$ cat src/rtl/hash_ctrl_pkg.sv
// -----------------------------------------------------------------------------
// hash_ctrl_pkg
// Shared widths, the default golden-ticket word and the controller state type
// for hash_work_controller and its golden nonce FIFO.
// -----------------------------------------------------------------------------
package hash_ctrl_pkg;

    localparam int NONCE_W    = 32;
    localparam int MIDSTATE_W = 256;
    localparam int DATA_W     = 96;

    // Final hash word that marks a golden ticket.
    localparam logic [NONCE_W-1:0] DEFAULT_GOLDEN_TARGET = 32'hA41F32E7;

    typedef enum logic [1:0] {
        IDLE = 2'd0,
        FILL = 2'd1,
        RUN  = 2'd2,
        DONE = 2'd3
    } ctrl_state_t;

endpackage

$ cat src/rtl/golden_fifo.sv
// -----------------------------------------------------------------------------
// golden_fifo
// Small first-word-fall-through FIFO holding golden nonces for the comm block.
//
// Ports:
//   i_clk, i_rst_n   clock, asynchronous active-low reset
//   i_push, i_data   write request and data
//   i_pop            read request (ignored while empty)
//   o_valid, o_data  head entry (o_data reads 0 while empty)
//   o_full, o_empty  occupancy flags
//
// A push into a full FIFO is accepted only when a pop happens in the same
// cycle; otherwise it is discarded and the caller accounts for the loss.
// -----------------------------------------------------------------------------
module golden_fifo #(
    parameter int DEPTH = 4,
    parameter int WIDTH = 32
) (
    input  logic             i_clk,
    input  logic             i_rst_n,
    input  logic             i_push,
    input  logic [WIDTH-1:0] i_data,
    input  logic             i_pop,
    output logic             o_valid,
    output logic [WIDTH-1:0] o_data,
    output logic             o_full,
    output logic             o_empty
);

    localparam int AW = (DEPTH > 1) ? $clog2(DEPTH) : 1;

    logic [WIDTH-1:0] r_mem [DEPTH];
    // One extra pointer bit distinguishes full from empty.
    logic [AW:0]      r_wr_ptr;
    logic [AW:0]      r_rd_ptr;
    logic             w_do_pop;
    logic             w_do_push;

    assign o_empty   = (r_wr_ptr == r_rd_ptr);
    assign o_full    = (r_wr_ptr[AW] != r_rd_ptr[AW]) &&
                       (r_wr_ptr[AW-1:0] == r_rd_ptr[AW-1:0]);
    assign w_do_pop  = i_pop && !o_empty;
    assign w_do_push = i_push && (!o_full || w_do_pop);

    assign o_valid = !o_empty;
    assign o_data  = o_empty ? '0 : r_mem[r_rd_ptr[AW-1:0]];

    always_ff @(posedge i_clk) begin
        if (w_do_push) begin
            r_mem[r_wr_ptr[AW-1:0]] <= i_data;
        end
    end

    always_ff @(posedge i_clk or negedge i_rst_n) begin
        if (!i_rst_n) begin
            r_wr_ptr <= '0;
            r_rd_ptr <= '0;
        end else begin
            if (w_do_push) begin
                r_wr_ptr <= r_wr_ptr + (AW+1)'(1);
            end
            if (w_do_pop) begin
                r_rd_ptr <= r_rd_ptr + (AW+1)'(1);
            end
        end
    end

endmodule

$ cat src/rtl/hash_work_controller.sv
// -----------------------------------------------------------------------------
// hash_work_controller
// Sequences one double-SHA256 pipeline over a nonce range: loads the work,
// issues nonces, skips hash words during the pipeline fill, attributes each
// later hash word to its nonce and queues golden tickets in a FIFO.
//
// Ports:
//   hash_clk, reset_n                  clock, asynchronous active-low reset
//   work_valid, work_*                 new work strobe and contents
//   hasher_midstate/data/nonce         registered pipeline inputs
//   hash_word                          final hash word from the pipeline
//   golden_valid/nonce, golden_ready   FWFT golden nonce output
//   busy, exhausted                    FILL/RUN, DONE status
//   dropped_count                      saturating count of lost golden nonces
//   work_pending                       second work slot occupied
//
// Build option: HASH_WORK_QUEUE_EN - work arriving while busy waits in a
// pending slot and starts when the current range finishes, instead of
// aborting the current range.
// -----------------------------------------------------------------------------
module hash_work_controller
    import hash_ctrl_pkg::*;
#(
    parameter int                 PIPE_LATENCY  = 254,
    parameter logic [NONCE_W-1:0] GOLDEN_TARGET = DEFAULT_GOLDEN_TARGET,
    parameter int                 FIFO_DEPTH    = 4
) (
    input  logic                  hash_clk,
    input  logic                  reset_n,
    input  logic                  work_valid,
    input  logic [MIDSTATE_W-1:0] work_midstate,
    input  logic [DATA_W-1:0]     work_data,
    input  logic [NONCE_W-1:0]    work_nonce_start,
    input  logic [NONCE_W-1:0]    work_nonce_end,
    output logic [MIDSTATE_W-1:0] hasher_midstate,
    output logic [DATA_W-1:0]     hasher_data,
    output logic [NONCE_W-1:0]    hasher_nonce,
    input  logic [NONCE_W-1:0]    hash_word,
    output logic                  golden_valid,
    output logic [NONCE_W-1:0]    golden_nonce,
    input  logic                  golden_ready,
    output logic                  busy,
    output logic                  exhausted,
    output logic [7:0]            dropped_count,
    output logic                  work_pending
);

    localparam int FILL_W = (PIPE_LATENCY > 1) ? $clog2(PIPE_LATENCY) : 1;

    ctrl_state_t            r_state;
    ctrl_state_t            w_state_next;
    logic [MIDSTATE_W-1:0]  r_midstate;
    logic [DATA_W-1:0]      r_data;
    logic [NONCE_W-1:0]     r_issue_nonce;
    logic [NONCE_W-1:0]     r_check_nonce;
    logic [NONCE_W-1:0]     r_end_nonce;
    logic [FILL_W-1:0]      r_fill_cnt;
    logic [7:0]             r_dropped;

    logic                   w_busy;
    logic                   w_fill_last;
    logic                   w_check_last;
    logic                   w_load;
    logic                   w_accept;
    logic                   w_load_pend;
    logic [MIDSTATE_W-1:0]  w_ld_midstate;
    logic [DATA_W-1:0]      w_ld_data;
    logic [NONCE_W-1:0]     w_ld_start;
    logic [NONCE_W-1:0]     w_ld_end;

    logic                   w_push;
    logic                   w_pop;
    logic                   w_fifo_full;
    logic                   w_fifo_empty;

    assign w_busy       = (r_state == FILL) || (r_state == RUN);
    assign w_fill_last  = (r_state == FILL) &&
                          (r_fill_cnt == FILL_W'(PIPE_LATENCY - 1));
    // The nonce equal to end is the last one whose hash is checked.
    assign w_check_last = (r_state == RUN) && (r_check_nonce == r_end_nonce);

`ifdef HASH_WORK_QUEUE_EN
    logic                   r_pend_valid;
    logic [MIDSTATE_W-1:0]  r_pend_midstate;
    logic [DATA_W-1:0]      r_pend_data;
    logic [NONCE_W-1:0]     r_pend_start;
    logic [NONCE_W-1:0]     r_pend_end;
    logic                   w_store;

    // A finishing range hands over to the pending work; with the slot empty,
    // work arriving on the final check starts directly rather than parking.
    assign w_load_pend = w_check_last && r_pend_valid;
    assign w_accept    = work_valid && (!w_busy || (w_check_last && !r_pend_valid));
    assign w_store     = work_valid && w_busy && !w_accept;

    assign w_ld_midstate = w_load_pend ? r_pend_midstate : work_midstate;
    assign w_ld_data     = w_load_pend ? r_pend_data     : work_data;
    assign w_ld_start    = w_load_pend ? r_pend_start    : work_nonce_start;
    assign w_ld_end      = w_load_pend ? r_pend_end      : work_nonce_end;

    always_ff @(posedge hash_clk or negedge reset_n) begin
        if (!reset_n) begin
            r_pend_valid    <= 1'b0;
            r_pend_midstate <= '0;
            r_pend_data     <= '0;
            r_pend_start    <= '0;
            r_pend_end      <= '0;
        end else begin
            if (w_store) begin
                r_pend_valid    <= 1'b1;
                r_pend_midstate <= work_midstate;
                r_pend_data     <= work_data;
                r_pend_start    <= work_nonce_start;
                r_pend_end      <= work_nonce_end;
            end else if (w_load_pend) begin
                r_pend_valid <= 1'b0;
            end
        end
    end

    assign work_pending = r_pend_valid;
`else
    // New work always restarts the controller; results still in flight for
    // the old range drain out during the new FILL.
    assign w_load_pend   = 1'b0;
    assign w_accept      = work_valid;
    assign w_ld_midstate = work_midstate;
    assign w_ld_data     = work_data;
    assign w_ld_start    = work_nonce_start;
    assign w_ld_end      = work_nonce_end;
    assign work_pending  = 1'b0;
`endif

    assign w_load = w_accept || w_load_pend;

    // ---------------- state machine ----------------
    always_ff @(posedge hash_clk or negedge reset_n) begin
        if (!reset_n) begin
            r_state <= IDLE;
        end else begin
            r_state <= w_state_next;
        end
    end

    always_comb begin
        w_state_next = r_state;
        unique case (r_state)
            IDLE: w_state_next = IDLE;
            FILL: if (w_fill_last)  w_state_next = RUN;
            RUN:  if (w_check_last) w_state_next = DONE;
            DONE: w_state_next = DONE;
            default: w_state_next = IDLE;
        endcase
        if (w_load) begin
            w_state_next = FILL;
        end
    end

    // ---------------- datapath ----------------
    always_ff @(posedge hash_clk or negedge reset_n) begin
        if (!reset_n) begin
            r_midstate    <= '0;
            r_data        <= '0;
            r_issue_nonce <= '0;
            r_check_nonce <= '0;
            r_end_nonce   <= '0;
            r_fill_cnt    <= '0;
        end else if (w_load) begin
            r_midstate    <= w_ld_midstate;
            r_data        <= w_ld_data;
            r_issue_nonce <= w_ld_start;
            r_check_nonce <= w_ld_start;
            r_end_nonce   <= w_ld_end;
            r_fill_cnt    <= '0;
        end else begin
            // Issuing runs through FILL too, so short ranges finish issuing
            // before the first result even appears.
            if (w_busy && (r_issue_nonce != r_end_nonce)) begin
                r_issue_nonce <= r_issue_nonce + NONCE_W'(1);
            end
            if (r_state == FILL) begin
                r_fill_cnt <= r_fill_cnt + FILL_W'(1);
            end
            if ((r_state == RUN) && !w_check_last) begin
                r_check_nonce <= r_check_nonce + NONCE_W'(1);
            end
        end
    end

    assign hasher_midstate = r_midstate;
    assign hasher_data     = r_data;
    assign hasher_nonce    = r_issue_nonce;
    assign busy            = w_busy;
    assign exhausted       = (r_state == DONE);

    // ---------------- golden tickets ----------------
    assign w_push = (r_state == RUN) && (hash_word == GOLDEN_TARGET);
    assign w_pop  = golden_ready && golden_valid;

    golden_fifo #(
        .DEPTH (FIFO_DEPTH),
        .WIDTH (NONCE_W)
    ) u_golden_fifo (
        .i_clk   (hash_clk),
        .i_rst_n (reset_n),
        .i_push  (w_push),
        .i_data  (r_check_nonce),
        .i_pop   (w_pop),
        .o_valid (golden_valid),
        .o_data  (golden_nonce),
        .o_full  (w_fifo_full),
        .o_empty (w_fifo_empty)
    );

    // A full FIFO still takes a push when the head leaves in the same cycle.
    always_ff @(posedge hash_clk or negedge reset_n) begin
        if (!reset_n) begin
            r_dropped <= '0;
        end else if (w_push && w_fifo_full && !w_pop && (r_dropped != 8'hFF)) begin
            r_dropped <= r_dropped + 8'd1;
        end
    end

    assign dropped_count = r_dropped;

endmodule

$ cat config.mk
export PLATFORM = sky130hd
export DESIGN_NAME = hash_work_controller
export DESIGN_NICKNAME = d
export VERILOG_FILES = /design/src/rtl/hash_ctrl_pkg.sv /design/src/rtl/golden_fifo.sv /design/src/rtl/hash_work_controller.sv
export SDC_FILE = /design/constraint.sdc
export NUM_CORES = 1
export LEC_CHECK = 0
export ABC_CLOCK_PERIOD_IN_PS = 3000
export CORE_AREA = 8 8 332 334
export CTS_CLUSTER_DIAMETER = 50
export DETAILED_ROUTE_END_ITERATION = 12
export DIE_AREA = 0 0 340 342
export PLACE_DENSITY = 0.59
export SLEW_MARGIN = 20
export SYNTH_ARGS = -nofsm -noshare
export SYNTH_HDL_FRONTEND = slang
export SYNTH_HIERARCHICAL = 1
export SYNTH_SLANG_ARGS = --single-unit
$ cat constraint.sdc
create_clock -name hash_clk -period 3 [get_ports hash_clk]
set_clock_uncertainty 0.05 [all_clocks]
set_input_delay 0.3 -clock hash_clk [delete_from_list [all_inputs] [get_ports hash_clk]]
set_output_delay 0.3 -clock hash_clk [all_outputs]
set_load 0.02 [all_outputs]
==> out/metrics.yaml, run 1 <==
status:
  status: "complete, no violations"
route:
  drc: 0
  drtIter0Drc: 965
  routedWlPerCell_um: 24.1
  detail-route-antenna-nets: 0
  viasPerCell: 4.44
  num_vias: 18194
  drt-total-wl_um: 98800
  drtPass1Iterations: 4
cells_and_area:
  post_layout_nonfiller_instances: 4098
  final_cell_mix: "844 x clkdlybuf4s50_1, 470 x dfrtp_1, 389 x mux2_2"
  syn2layout_area_growth_pct: 56.3
  final_common_cell: "clkdlybuf4s50_1"
  multi_input_area_mm2: 0.00891
  post-route-util_pct: 37.3
  seq_area_mm2: 0.0157
  nets: 3091
  design_area_mm2: 0.0390
  num-fill-cells: 10051
  drive_gt1_share_pct: 24.7
worst_setup_path:
  critical_path_class: "register to output pin"
  worstPathArrival_ns: 2.54
  path_max_fanout: 26
  cp-end-kind: "output pin"
  startpoint_type: "register"
  cp_data_required_time_ns: 2.65
sta:
  fmax_mhz: 347
  setup_viol: 0
  finalHoldViolCount: 0
  tightestPinTransition_ns: 0.897
  fin_crit_sh_pct: 96.2
  max_slew_margin_pct: 40.1
  rsz0062_at_grt: "false"
  setup_tns_ns: 0
  whs_ns: 0.170
  finalCriticalPeriod_ns: 2.89
  report.final.slew_viol_count: 0
clock_tree:
  clock-sinks: 600
  clk_pin_slew_ns: 0.05
  clockBufferDepth: 3
  htreeDepth: 3
  insertion_delay_ns: 0.65
  cts_buffers: 88
  root_buffer: "clkbuf_16"
  cts_tree: "built"
placed_design:
  gp_congestion: 0.828
  dp_hpwl_um: 77000
  io_buffer_count: 878
  place_inst: 3921
  placed_cell_area_mm2: 0.0358
global_route:
  grt_usage_pct: 16.2
  grt_start_max_net_pins: 106
  grt.overflow.total: 0
  grt_pass1_wl_um: 139000
  antenna_found_initial: 41
  grt_pass1_vias: 18931
synthesis:
  synth.avg_cell_area_um2: 14.9
  yosysWarnings: 6
  syn-num-nets: 2144
  yosysSeqAreaShare_pct: 62.7
  synth_edf_count: 128
  synth-seq-cells: 600
  syn_area_mm2: 0.0250
  synth.distinct_cells: 65
  synth_flop_cell: "dfrtp_1"
  synthCells: 1678
  async_flop_share_pct: 78.7
power_and_ir_drop:
  power_density_mw_per_mm2: 651
  irDropWorstVdd_v: 0.000460
  p_leak_nw: 15.1
job:
  drv.max_cap_violation_count: 0
floorplanning:
  die-area_mm2: 0.116
  start_util_pct: 23.9
  die_w_um: 340
  rows: 119
  boundaryPins: 880
  coreArea_mm2: 0.105
  fp.dieH_um: 342
hold_path:
  hold_path.class: "input pin to register"
==> area by class of cell <==
class	count	share of cell area [%]
well taps	1391	4.46
clock inverters	55	1.94
clock buffers	106	6.02
repair buffers	941	24.3
diodes	11	0.0705
multi-input cells	967	22.8
inverters	27	0.260
flip-flops and latches	600	40.1
==> synthesized netlist by cell type (7+ instances only) <==
master / count / area [um^2]
dfrtp_1: 472 / 11800
mux2_2: 389 / 4380
edfxtp_1: 128 / 3840
xnor2_1: 85 / 744
clkbuf_1: 55 / 206
nor2_1: 53 / 199
nor2b_1: 39 / 244
nand4_1: 38 / 238
mux4_2: 32 / 721
nand2_1: 32 / 120
inv_1: 27 / 101
a21oi_1: 22 / 110
and3_1: 22 / 138
nand3_1: 22 / 110
a211oi_1: 19 / 143
a31oi_1: 17 / 106
nor3_1: 15 / 75.1
ha_1: 14 / 175
buf_2: 13 / 65.1
or4_1: 13 / 97.6
o21ai_0: 11 / 55.1
buf_1: 10 / 37.5
o31ai_1: 10 / 75.1
xor2_1: 10 / 87.6
nand2b_1: 9 / 56.3
nor4_1: 9 / 56.3
o31a_1: 9 / 78.8
a311oi_1: 8 / 70.1
mux2i_1: 8 / 80.1
and4_1: 7 / 61.3
or3_1: 7 / 43.8
==> routing by layer <==
metal / global-route usage [%] / wire (um) / up-vias
met2: 27.2 / 49000 / 710
met5: 0 / 194 / -
met3: 7.57 / 10500 / 195
met1: 17.9 / 36300 / 9162
met4: 5.42 / 2790 / 28
li1: - / - / 8099
==> critical path: stages (launching register included) <==
cell and delay, ns:
dfrtp_2 0.47, buf_12 0.16, xor2_4 0.24, nor3_4 0.07
buf_6 0.19, nor2b_1 0.28, dlygate4sd2_1 0.45
==> state kept, by name, summed over array words and instances, names as in the netlist <==
register                count
u_golden_fifo/r_mem       128
u_golden_fifo/r_wr_ptr      3
hasher_nonce               32
hasher_data                96
u_golden_fifo/r_rd_ptr      3
hasher_midstate           256
dropped_count               8
r_check_nonce              32
r_end_nonce                32
r_fill_cnt                  8
r_state                     2
==> path summary, 6_finish.rpt <==
check | from | endpoint | slack, ns | cells past startpoint
worst min register to register | dropped_count[6] | dropped_count[6] | 0.44 | 1
worst max register to register | hasher_nonce[13] | hasher_nonce[12] | 0.13 | 6
min in group asynchronous | reset_n | hasher_midstate[88] | 0.20 | 2
worst max-delay path | u_golden_fifo/r_rd_ptr[0] | golden_nonce[20] | 0.11 | 6
worst min-delay path | work_valid | r_end_nonce[23] | 0.17 | 2
max in group asynchronous | reset_n | hasher_midstate[252] | 1.76 | 3
==> report_power, final <==
group / switching, mW / leakage, nW / internal, mW
Combinational: 2.46 / 6.95 / 2.41
Sequential: 0.599 / 6.69 / 9.04
Clock: 4.17 / 1.49 / 6.74
==> metrics by stage <==
stage / setup slack [ns] / power (mW)
floorplan: 0.113 / 11.8
global placement: 0.107 / 14.7
detailed placement: 0.0721 / 14.7
CTS: 0.00610 / 25.8
global route: 0.00672 / 26.4
finish: 0.114 / 25.4
==> kinds of logic after synthesis <==
family / count (synthesis) / synth area share (%)
DFF: 600 / 62.7
muxes: 429 / 20.7
and+or+nand+nor: 297 / 6.83
AOI/OAI and AO/OA: 129 / 3.73
buffers and inverters: 111 / 1.82
xor gates and xnor gates: 97 / 3.51
adders and majority gates: 14 / 0.701
other: 1 / 0.0150
==> timing repair <==
action / in CTS / in global routing
endpoints found under the hold margin: 59 / 0
endpoints found under the setup margin: 32 / 2
gates resized for setup: 36 / 2
pin swaps: 0 / 0
cloned: 1 / 0
hold buffers: 1 / 0
buffers inserted: 3 / 0
Note: power is estimated with default switching activity, not from simulation.
==> inputs of run 2 (changes only) <==
SYNTH_HIERARCHICAL = default   (was 1)
==> out/metrics.yaml, run 2 <==
status:
  status: "complete, no violations"
worst_setup_path:
  critical_path.slowest_cell: "mux4_2"
  cp_data_required_time_ns: 2.65
  path_max_fanout: 16
  critical_path_class: "register to output pin"
  reg2reg_from: "r_check_nonce[14]"
  cp_cell_sequence: "buf_12, mux4_2, nor2b_1, clkdlybuf4s50_1"
  cp-end-kind: "output pin"
  crit_path_max_incr_delay_ns: 0.56
  worstPathArrival_ns: 2.55
  startpoint_type: "register"
  critPathLaunch: "u_golden_fifo.r_rd_ptr[0]"
global_route:
  grt_usage_pct: 18.0
  grt_pass1_wl_um: 152000
  antenna_found_initial: 52
  grt_pass1_vias: 19369
  grt_start_max_net_pins: 168
  grt.overflow.total: 0
synthesis:
  synth_common_cells: "472 x dfrtp_1, 389 x mux2_2, 128 x edfxtp_1"
  yosysMostFrequentCell: "dfrtp_1"
  synth.avg_cell_area_um2: 14.9
  synth_top_area_cell: "dfrtp_1"
  synth_edf_count: 128
  async_flop_share_pct: 78.7
  synth_flop_cell: "dfrtp_1"
  yosysSeqAreaShare_pct: 62.7
  syn_area_mm2: 0.0250
  synth.distinct_cells: 71
  yosysWarnings: 0
  synth-seq-cells: 600
  synthCells: 1682
  ys_top_cells_by_area: "dfrtp_1 47%, mux2_2 18%, edfxtp_1 15%"
  syn-num-nets: 2148
  synth_top_area_share_pct: 47.3
route:
  drt-total-wl_um: 109000
  drtPass1Iterations: 5
  routedWlPerCell_um: 26.5
  viasPerCell: 4.51
  drc: 0
  drtIter0Drc: 1178
  num_vias: 18495
  detail-route-antenna-nets: 0
power_and_ir_drop:
  p_seq_share_pct: 35.0
  irDropWorstVdd_v: 0.000454
  switchingPower_mw: 8.67
  p_int_mw: 19.4
  power_density_mw_per_mm2: 719
  swShare_pct: 30.9
  p_leak_nw: 15.0
  pwr-share-comb_pct: 25.9
  clkPwrFrac_pct: 39.1
cells_and_area:
  syn2layout_area_growth_pct: 56.1
  largest_register_ff_count: 256
  final_cell_mix: "854 x clkdlybuf4s50_1, 471 x dfrtp_1, 389 x mux2_2"
  final_common_cell: "clkdlybuf4s50_1"
  drive_gt1_share_pct: 24.3
  nets: 3089
placed_design:
  dp_hpwl_um: 85600
  gp_congestion: 0.898
  dpl_worst_slack_ns: 0.102
  io_buffer_count: 878
floorplanning:
  rows: 119
  coreArea_mm2: 0.105
  die-area_mm2: 0.116
  fp.dieH_um: 342
  boundaryPins: 880
  start_util_pct: 23.9
  die_w_um: 340
sta:
  rsz0062_at_grt: "false"
  finalCriticalPeriod_ns: 2.90
  report.final.slew_viol_count: 0
  worst_slack_ns: 0.103
  setup_tns_ns: 0
  finalHoldViolCount: 0
  max_slew_margin_pct: 20.0
  setup_viol: 0
  fin_crit_sh_pct: 96.6
  fmax_mhz: 345
  tightestPinTransition_ns: 1.20
hold_path:
  hold_path.class: "input pin to async pin"
clock_tree:
  cts_buffers: 92
  cts_tree: "built"
  root_buffer: "clkbuf_16"
  insertion_delay_ns: 0.68
  clock-sinks: 600
  clockBufferDepth: 3
  htreeDepth: 3
  clk_pin_slew_ns: 0.05
job:
  drv.max_cap_violation_count: 0
run 2: changes by cell type in the layout (fill, tap and decap cells not counted), moves of 9 or more:
cell / delta
a21oi_1: -10
a31oi_1: +10
xnor2_1: -36
a211oi_1: -12
xor2_1: +36
or3_1: +14
clkbuf_16: +9
inv_1: -10
o21ai_1: +10
or4_1: -9
clkdlybuf4s50_1: +10
run 2: stage by stage:
step / power, mW / hold WS [ns] / cell area, um^2 / instances / utilization (%)
floorplan: 13.3 / -0.0456 / 25000 / 1682 / -
global placement: 17.3 / 0.177 / 35700 / 3913 / 34.1
detailed placement: 17.3 / 0.184 / 35700 / 3913 / 34.1
CTS: 28.5 / 0.0264 / 39000 / 4089 / 37.2
global route: 29.2 / 0.0705 / 39000 / 4099 / 37.3
finish: 28.1 / 0.0739 / 39000 / 4104 / 37.3
run 2: kinds of logic after synthesis:
family	share of synthesized area (%)
AOI/OAI and AO/OA	3.66
xor gates and xnor gates	3.43
adders and majority gates	0.701
buffers and inverters	1.76
DFF	62.7
muxes	20.7
other	0.0150
and+or+nand+nor	7.10
run 2: critical path: cells and delay by family (launching register included):
kind	cells	cell delay (ns)
buffers and inverters	2	0.75
DFF	1	0.44
muxes	1	0.56
and+or+nand+nor	1	0.15
run 2: area by class of cell:
class                           instances  area, um^2
Multi-Input combinational cell        980        8920
Timing Repair Buffer                  933        9420
Tap cell                             1391        1740
Sequential cell                       600       15700
Inverter                               16        60.1
Antenna cell                           15        37.5
Fill cell                           10093       65700
Clock buffer                          114        2550
Clock inverter                         55         627
run 2: worst paths after layout:
path,to,slack (ns),cells after the start
setup reg to reg,r_check_nonce[24],0.22,6
min in group hash_clk,hasher_data[19],0.18,2
hold / removal,hasher_midstate[67],0.07,2
max in group asynchronous,r_end_nonce[31],1.82,4
setup / recovery,golden_nonce[0],0.10,4
hold reg to reg,dropped_count[5],0.44,1
run 2: metal layers:
| metal | GRT usage (%) | up-vias | part of all wire, % |
|---|---|---|---|
| met5 | 0 | - | 0 |
| met4 | 5.28 | 0 | 3.0 |
| met3 | 7.78 | 187 | 11 |
| met2 | 31.3 | 828 | 50 |
| met1 | 19.9 | 9362 | 36 |
| li1 | - | 8118 | - |
run 2: power groups by stage:
stage | Clock (mW) | Sequential, mW | Combinational, mW
finish | 11.0 | 9.81 | 7.27
global route | 11.6 | 9.91 | 7.75
CTS | 11.3 | 9.80 | 7.42
detailed placement | 0 | 9.92 | 7.40
global placement | 0 | 9.89 | 7.40
floorplan | 0 | 10.4 | 2.87
run 2: repair_timing:
item / CTS / global route
hold buffers: 2 / 0
gates resized for setup: 24 / 3
gates cloned: 1 / 0
hold endpoints to repair: 356 / 0
setup buffers: 4 / 0
setup endpoints to repair: 30 / 56
pin swaps: 1 / 0
==> inputs of run 3 (changes only) <==
ABC_CLOCK_PERIOD_IN_PS = 3200   (was 3000)
CORE_AREA = 2 2 339 341   (was 8 8 332 334)
DIE_AREA = 0 0 341 343   (was 0 0 340 342)
PLACE_DENSITY = 0.54   (was 0.59)
clock period = 3.2 ns   (was 3 ns; I/O delays follow)
==> out/metrics.yaml, run 3 (synthesis gave the netlist of run 2 again) <==
worst_setup_path:
  cp_data_required_time_ns: 2.83
  path_max_fanout: 27
  critical_path_class: "register to output pin"
  startpoint_type: "register"
  worstPathArrival_ns: 2.64
  cp-end-kind: "output pin"
floorplanning:
  die_w_um: 341
  coreArea_mm2: 0.113
  fp.dieH_um: 343
  rows: 124
  die-area_mm2: 0.117
  boundaryPins: 880
  start_util_pct: 22.0
cells_and_area:
  post-route-util_pct: 34.5
  design_area_mm2: 0.0392
  num-fill-cells: 11104
  drive_gt1_share_pct: 24.4
  final_cell_mix: "875 x clkdlybuf4s50_1, 471 x dfrtp_1, 389 x mux2_2"
  largest_register_ff_count: 256
  final_common_cell: "clkdlybuf4s50_1"
  syn2layout_area_growth_pct: 56.8
  nets: 3087
clock_tree:
  root_buffer: "clkbuf_16"
  cts_tree: "built"
  clk_pin_slew_ns: 0.06
  clockBufferDepth: 3
  clock-sinks: 600
  htreeDepth: 3
  insertion_delay_ns: 0.66
  cts_buffers: 93
sta:
  finalCriticalPeriod_ns: 3.01
  max_slew_margin_pct: 32.1
  finalHoldViolCount: 0
  setup_viol: 0
  rsz0062_at_grt: "false"
  fin_crit_sh_pct: 94.0
  tightestPinTransition_ns: 1.02
  report.final.slew_viol_count: 0
  fmax_mhz: 333
  setup_tns_ns: 0
placed_design:
  placed_cell_area_mm2: 0.0358
  io_buffer_count: 878
  gp_congestion: 0.840
  dp_hpwl_um: 78300
power_and_ir_drop:
  p_leak_nw: 15.0
  p_total_mw: 26.5
  switchingPower_mw: 8.08
  irDropWorstVdd_v: 0.000441
  pwr-share-comb_pct: 25.3
  power_density_mw_per_mm2: 676
  swShare_pct: 30.5
  clkPwrFrac_pct: 39.9
  p_int_mw: 18.4
  p_seq_share_pct: 34.8
route:
  drc: 0
  routedWlPerCell_um: 24.0
  drtIter0Drc: 940
  num_vias: 18112
  detail-route-antenna-nets: 0
  viasPerCell: 4.28
  drtPass1Iterations: 5
  drt-total-wl_um: 101000
job:
  drv.max_cap_violation_count: 0
global_route:
  grt_pass1_wl_um: 142000
  grt_usage_pct: 16.9
  grt.overflow.total: 0
  antenna_found_initial: 46
  grt_start_max_net_pins: 120
  grt_pass1_vias: 19095
hold_path:
  hold_path.class: "input pin to register"
status:
  status: "complete, no violations"
## run 3: metal layers
layer | part of all wire [%] | up-vias | wire (um) | global-route usage (%)
li1 | - | 8120 | - | -
met1 | 37 | 9032 | 37500 | 19.0
met2 | 50 | 749 | 50300 | 28.0
met3 | 10 | 203 | 10100 | 7.18
met4 | 3.3 | 8 | 3340 | 6.96
met5 | 0.056 | - | 57 | 0
## run 3: worst max-delay path, stage by stage (launching register included)
cell,delay (ns)
dfrtp_4,0.45
buf_16,0.23
mux4_2,0.58
nor2b_1,0.15
clkdlybuf4s50_1,0.54
## run 3: final timing paths
| check | start | end | slack (ns) | depth (start not counted) |
|---|---|---|---|---|
| hold / removal | work_valid | hasher_nonce[21] | 0.10 | 3 |
| min in group asynchronous | reset_n | r_end_nonce[27] | 0.19 | 2 |
| hold reg to reg | u_golden_fifo.r_rd_ptr[2] | u_golden_fifo.r_rd_ptr[2] | 0.44 | 1 |
| setup / recovery | u_golden_fifo.r_rd_ptr[0] | golden_nonce[26] | 0.19 | 4 |
| max in group asynchronous | reset_n | hasher_midstate[248] | 1.81 | 3 |
| setup reg to reg | r_check_nonce[16] | r_check_nonce[24] | 0.40 | 6 |
## run 3: timing repair
action | in CTS | in global routing
setup buffers | 1 | 0
gates resized for setup | 3 | 0
setup endpoints to repair | 25 | 0
endpoints found under the hold margin | 42 | 0
hold buffers | 1 | 0
## run 3: cell type report
type,instances,area (um^2),share of cell area (%)
Sequential cell,600,15700,40.0
Timing Repair Buffer,930,9360,23.9
Multi-Input combinational cell,980,8890,22.7
Clock buffer,114,2530,6.45
Tap cell,1512,1890,4.83
Clock inverter,61,732,1.87
Inverter,16,60.1,0.153
Antenna cell,17,42.5,0.109
## run 3: power groups by stage
stage	clock network, mW	registers (mW)	logic, mW
floorplan	0	9.80	2.69
global placement	0	9.33	6.79
detailed placement	0	9.36	6.77
CTS	10.8	9.21	6.86
global route	11.2	9.32	7.18
finish	10.6	9.20	6.70
## run 3: through the flow
step | cells | setup slack, ns | hold WS (ns)
3_5_place_dp | 4036 | 0.402 | 0.336
4_1_cts | 4213 | 0.0513 | 0.0491
3_3_place_gp | 4036 | 0.337 | 0.337
6_report | 4230 | 0.193 | 0.100
5_1_grt | 4226 | 0.0268 | 0.0913
2_1_floorplan | 1682 | 0.498 | -0.0256
